### src/rtl/tdm_demux4.sv
// tdm_demux4 - four-channel time-division demultiplexer (receive side of a
// 4:1 TDM link). One interleaved sample stream (slot order a,b,c,d, marker on
// slot a) is steered into four registered channel outputs. A HUNT/LOCK sync
// machine finds frame alignment, holds it, and flags marker violations.
//
// Ports
//   clk, rst        rising-edge clock, asynchronous active-high reset
//   in_valid        sample present on in_data this cycle
//   in_data         interleaved sample (WIDTH bits)
//   in_sof          slot-a marker, qualified by in_valid
//   out_a..out_d    last sample written to each channel, held until overwritten
//   out_valid       one-cycle write strobe per channel (bit0=a .. bit3=d)
//   frame_done      one-cycle pulse when slot d completes an aligned frame
//   sel             slot index expected for the next accepted sample
//   locked          high while in LOCK
//   sync_err        one-cycle pulse on a framing violation
module tdm_demux4 #(
  parameter int WIDTH = 8
) (
  input  logic             clk,
  input  logic             rst,
  input  logic             in_valid,
  input  logic [WIDTH-1:0] in_data,
  input  logic             in_sof,
  output logic [WIDTH-1:0] out_a,
  output logic [WIDTH-1:0] out_b,
  output logic [WIDTH-1:0] out_c,
  output logic [WIDTH-1:0] out_d,
  output logic [3:0]       out_valid,
  output logic             frame_done,
  output logic [1:0]       sel,
  output logic             locked,
  output logic             sync_err
);

  typedef enum logic {HUNT = 1'b0, LOCK = 1'b1} state_t;

  state_t                 state_q, state_d;
  logic [1:0]             sel_q, sel_d;
  logic [3:0][WIDTH-1:0]  ch_q, ch_d;
  logic [3:0]             vld_q, vld_d;
  logic                   fd_q, fd_d;
  logic                   se_q, se_d;

  always_comb begin
    state_d = state_q;
    sel_d   = sel_q;
    ch_d    = ch_q;
    vld_d   = 4'b0000;
    fd_d    = 1'b0;
    se_d    = 1'b0;
    if (in_valid) begin
      if (in_sof) begin
        // A marker always (re)starts a frame at slot a, whatever the state.
        // In LOCK it is only an error if it arrives before the frame ended.
        se_d     = (state_q == LOCK) && (sel_q != 2'd0);
        ch_d[0]  = in_data;
        vld_d    = 4'b0001;
        sel_d    = 2'd1;
        state_d  = LOCK;
      end else if (state_q == LOCK) begin
        if (sel_q == 2'd0) begin
          // Slot a without its marker: alignment lost, drop the sample.
          se_d    = 1'b1;
          sel_d   = 2'd0;
          state_d = HUNT;
        end else begin
          ch_d[sel_q]  = in_data;
          vld_d[sel_q] = 1'b1;
          fd_d         = (sel_q == 2'd3);
          sel_d        = sel_q + 2'd1;   // wraps 3 -> 0
        end
      end
      // HUNT without a marker: sample discarded silently.
    end
  end

  always_ff @(posedge clk or posedge rst) begin
    if (rst) begin
      state_q <= HUNT;
      sel_q   <= 2'd0;
      ch_q    <= '0;
      vld_q   <= 4'b0000;
      fd_q    <= 1'b0;
      se_q    <= 1'b0;
    end else begin
      state_q <= state_d;
      sel_q   <= sel_d;
      ch_q    <= ch_d;
      vld_q   <= vld_d;
      fd_q    <= fd_d;
      se_q    <= se_d;
    end
  end

  assign out_a      = ch_q[0];
  assign out_b      = ch_q[1];
  assign out_c      = ch_q[2];
  assign out_d      = ch_q[3];
  assign out_valid  = vld_q;
  assign frame_done = fd_q;
  assign sel        = sel_q;
  assign locked     = (state_q == LOCK);
  assign sync_err   = se_q;

endmodule

### config.mk
export PLATFORM = sky130hd
export DESIGN_NAME = tdm_demux4
export DESIGN_NICKNAME = d
export VERILOG_FILES = /design/src/rtl/tdm_demux4.sv
export SDC_FILE = /design/constraint.sdc
export NUM_CORES = 1
export LEC_CHECK = 0
export BUFFER_PORTS_ARGS = -buffer_cell sky130_fd_sc_hd__buf_2
export CORE_UTILIZATION = 45
export DETAILED_ROUTE_END_ITERATION = 12
export GPL_ROUTABILITY_DRIVEN = 0
export GPL_TIMING_DRIVEN = 1
export HOLD_SLACK_MARGIN = 0.03
export PLACE_DENSITY = 0.78
export REMOVE_ABC_BUFFERS = 1
export SYNTH_ARGS = -nofsm -noshare
export SYNTH_HDL_FRONTEND = slang
export SYNTH_SLANG_ARGS = --single-unit
### constraint.sdc
create_clock -name clk -period 2.1 [get_ports clk]
set_input_delay 0 -clock clk [delete_from_list [all_inputs] [get_ports clk]]
set_output_delay 0 -clock clk [all_outputs]
set_load 0.01 [all_outputs]
# [Word-level counts from Yosys, hierarchy flattened]
# Cells that the tools add are included.
# Widths: inputs -> output; s select.
[word_totals] register_bits=41 in_bits=12 out_inout_bits=41 wordCells=50
[op_classes] addsub=1 magnitude_cmp=2 eq_ne=2 n_mux=26 bitwise_logic=2 reduce_logical=8
[op_table] op="$bwmux 32" count=1
[op_table] op="$mux 8" count=4
[op_table] op="$demux 8 s2" count=1
[op_table] op="$mux 4" count=4
[op_table] op="$mux 1" count=12
[op_table] op="$mux 2" count=3
[op_table] op="$reduce_and 4->1" count=1
[op_table] op="$reduce_bool 2->1" count=2
[op_table] op="$lt 2x3->1 const B" count=1
[op_table] op="$reduce_and 3->1" count=1
[op_table] op="$add 2x1->2 const B" count=1
[op_table] op="$demux 1 s2" count=1
[op_table] op="$eq 2x2->1 const B" count=1
[op_table] op="$ge 2x1->1 const B" count=1
[op_table] op="$logic_and 1x1->1" count=2
[op_table] op="$logic_not 2->1" count=1
[op_table] op="$ne 2x2->1 const B" count=1
[op_table] op="$not 1->1" count=2
[op_table] op="$reduce_and 2->1" count=1

# [Longest topological paths before layout]
[logic_depth] ltp_word=8 ltp_mapped=6 depth_no_buf=5

# [Worst setup path after synthesis]
# OpenSTA, ideal clock, no wires.
[synth_timing] kind="register to register" startpoint="register sel_q[0], in the netlist sel[0]" endpoint="register ch_q (netlist bit out_d[0])" arrival_time_ps=1686 t_required_ps=1975 slack_ps=289 path_stages_with_launch=6 n_path_buf=1 path_cell_list="dfrtp_1 > inv_1 > ha_1 > clkbuf_1 > nor3_4 > mux2_2"
[synth_via] elab_chain_len=5 elab_cells_between_ends=9 classes_between="order compare: 2; mux: 3; bitwise: 1; reduce/logical: 3"
[synth_lines] element="start: declaration" line="39" source="logic [1:0] sel_q, sel_d;"
[synth_lines] element="start signal: assignment" line="88" source="sel_q <= sel_d;"
[synth_lines] element="$lt 2x3->1 (implied by the code) or $ge 2x1->1 (tied branches)" line="68" source="ch_d[sel_q] = in_data;"
[synth_lines] element="$logic_and 1x1->1 (implied by the code)" line="68"
[synth_lines] element="$mux 8 (implied by the code)" line="68"
[synth_lines] element="$demux 8 s2" line="68"
[synth_lines] element="$bwmux 32" line="68"
[synth_lines] element="end signal: assignment" line="89" source="ch_q <= ch_d;"
[synth_lines] element="end: declaration" line="40" source="logic [3:0][WIDTH-1:0] ch_q, ch_d;"
# Several ways; a longest one is shown, not always the timed one.
# A chain may end at the register's enable or synchronous reset.

# [Worst setup path after layout]
[layout_timing] startpoint="register sel_q[0], in the netlist sel[0]" endpoint="register ch_q (netlist bit out_c[1])"
# The elaborated chain is that of the path after synthesis.

==> impl_results.md <==
- Status: finished clean
- WL/cell: 13.9 microns
- Seq pwr share: 45.5%
- Clk root buf: clkbuf_4
- P_leak: 1.09 nW
- Post-synthesis register bit count: 40
- Synth Area in Simple Gates: 7.76%
- Pwr dens: 1240 nW/um^2
- Power share of the clock group: 20.2%
- Max clock buf depth: 2
- Detailed router's first-iteration violation count: 41
- WP data required: 2.34 ns
- YS warnings: 0
- Net switching power: 0.862 mW
- Setup bufs post-CTS: 0
- Hold Vio Cnt, Final: 0
- Largest net degree at the start of global routing: 41
- Drt total wl: 3.08 mm
- Syn Area/Cell: 15.2 sq um
- Cells after Synth: 107
- Port bufs: 52
- Initial DRT Pass Iterations: 3
- Comb power frac: 34.3%
- Synthesized area: 1630 sq um
- Setup_tns: 0 ns
- Post-synthesis sequential area ratio: 61.4%
- # IOs: 53
- H-tree Lvls: 2
- Routed vias/inst: 4.79
- Hold Crit Class: input port to async pin
- Worst clock skew: 0.00766 ns
- Vias in the first global route: 1,128
- Gr ovfl total: 0
- R2R depth: 4
- Switching part of the total: 32.6%
- Final period utilization: 91.3%
- Total CTS buffers: 5
- Post-Synth XOR/XNOR Area: 0%
- Adder-Cell Fraction of Synth Area: 4.61%
- Startpoint types: flop
- P&R area growth vs syn: 31.3%
- Final Total Pwr: 2.64 mW
- Reg2reg start: sel[0]$_DFFE_PP0P_
- Die area: 3860 sq um
- Worst r2r dst: out_c[1]$_DFFE_PP0P_
- Reg2reg setup slack: 0.18 ns
- Max-cap violations: 0
- Least-Margin Pin Slew: 0.494 ns
- Clk_lat worst skew: 0.35 ns
- Overall die width: 62.2 microns
- VDD IR max: 0.841 mV
- Antenna Cells: 0
- Setup violators final: 0
- Max Slew Vio Count: 0
- Slew HR: 67.0%
- RSZ-0062 raised after global routing: false
- CTS tree: yes
- Critical path arrival: 2.16 ns
- Initial core utilization: 48.1%
- Fillcell total: 259
- Row count: 21
- Final Net Count: 193
- Global Route Usage Sum: 18.5%
- Die Y-Extent: 62.2 microns
- Initial antenna violation count: 0
- Largest family of logic cells by synthesized area: multiplexers
- Core box area: 3390 sq um
- Maximum fanout along the worst path: 8
- Final min period: 1.92 ns
- Crit Path Class: flop to flop
- Mux contribution to synthesized area: 22.1%
- Cell variety after synth: 17
- Crit end category: flop
- Post-route ant nets: 0
- Max Freq: 0.522 GHz
- Sink Count: 40
- Synth Area in Compound Gates: 2.15%
- DR DRC count: 0
- Internal power: 1.78 mW
- Global-route wire length before repair: 5.42 mm
- Layout cell share with drive strength beyond 1: 55.1%
- Total number of vias: 1,063
- Clock transition at path regs: 0.12 ns
metal layers:
layer	wire length (microns)	GRT usage, %	vias up
met5	0	0	-
met4	65	6.98	0
met1	1310	22.3	508
met3	198	6.25	8
li1	-	-	508
met2	1510	30.6	39
layout by cell type, fill, tap and decap left out:
master	n
clkinv_4	1
clkbuf_4	5
a211oi_1	1
o21ai_0	2
nor3_4	3
dfrtp_1	40
dlygate4sd3_1	11
o22a_1	2
nand2_4	1
nand2b_1	3
nand2b_4	1
mux2_2	31
nor2_1	4
clkbuf_8	1
nand2_1	5
inv_1	4
bufinv_16	1
buf_4	1
buf_2	52
mux2_1	1
ha_1	6
cell families (layout without fill, tap and decap cells):
| family | after synthesis | in the layout |
|---|---|---|
| AO/OA/AOI/OAI | 5 | 5 |
| adder cells (fa/ha/maj) | 6 | 6 |
| buffers and inverters | 7 | 76 |
| flip-flops | 40 | 40 |
| multiplexers | 32 | 32 |
| AND/OR/NAND/NOR | 17 | 17 |
worst max-delay path, stage by stage (launching register included):
cell and delay, ns:
dfrtp_1 0.45, inv_1 0.13, ha_1 0.34, nor3_4 0.50
mux2_2 0.39
timing repair:
action                                  4_1_cts  5_1_grt
resized for setup                             0        0
endpoints found under the setup margin        0        0
hold buffers                                 11        0
endpoints found under the hold margin        77        0
sequential cells by signal, indices dropped and copies added, names as in the netlist:
| name | count |
|---|---|
| out_b | 8 |
| out_d | 8 |
| sel | 2 |
| out_valid | 3 |
| out_c | 8 |
| sync_err | 1 |
| out_a | 8 |
| locked | 1 |
| frame_done | 1 |
power by group through the flow:
stage	Sequential, mW	Combinational [mW]	Clock, mW
5_1_grt	1.24	0.990	0.582
4_1_cts	1.21	0.922	0.550
2_1_floorplan	1.34	0.388	0
6_report	1.20	0.907	0.535
3_3_place_gp	1.21	0.866	0
3_5_place_dp	1.22	0.906	0
worst max-delay path by stage:
stage	slack, ns	endpoint	cells after the start	startpoint
after global placement	0.25	out_c[2]$_DFFE_PP0P_	4	sel[0]$_DFFE_PP0P_
after detailed placement	0.16	out_c[5]$_DFFE_PP0P_	4	sel[0]$_DFFE_PP0P_
after floorplan	0.37	out_d[0]$_DFFE_PP0P_	4	sel[0]$_DFFE_PP0P_
final	0.18	out_c[1]$_DFFE_PP0P_	4	sel[0]$_DFFE_PP0P_
after global routing	0.05	out_c[6]$_DFFE_PP0P_	4	sel[0]$_DFFE_PP0P_
after CTS	0.15	out_c[1]$_DFFE_PP0P_	4	sel[0]$_DFFE_PP0P_
through the flow:
stage                     setup WS (ns)  hold slack [ns]  utilization, %  area [sq um]  instances
final                             0.183            0.294            63.1          2140        222
after floorplan                   0.370           0.0891               -          1610        104
after CTS                         0.148            0.302            63.1          2140        222
after global routing             0.0511            0.336            63.1          2140        222
after global placement            0.247            0.126            57.2          1940        203
after detailed placement          0.165            0.147            57.2          1940        203
synth_stat cells (all sizes together):
cell	n	share of area [%]
o21ai	2	0.61
buf	2	0.77
o22a	2	1.1
ha	6	4.6
nand2b	4	2.0
dfrtp	40	61
nand2	6	1.8
a211oi	1	0.46
inv	4	0.92
nor3	3	3.0
nor2	4	0.92
clkbuf	1	0.23
mux2	32	22
final cells by class:
| class | instances | area [sq um] | area share (%) |
|---|---|---|---|
| flip-flops and latches | 40 | 1000 | 46.8 |
| multi-input cells | 60 | 597 | 27.9 |
| repair buffers | 64 | 378 | 17.7 |
| well taps | 46 | 57.6 | 2.69 |
| clock buffers | 6 | 51.3 | 2.40 |
| clock inverters | 2 | 38.8 | 1.81 |
| inverters | 4 | 15.0 | 0.702 |
Power figures use the tool's default switching activity.
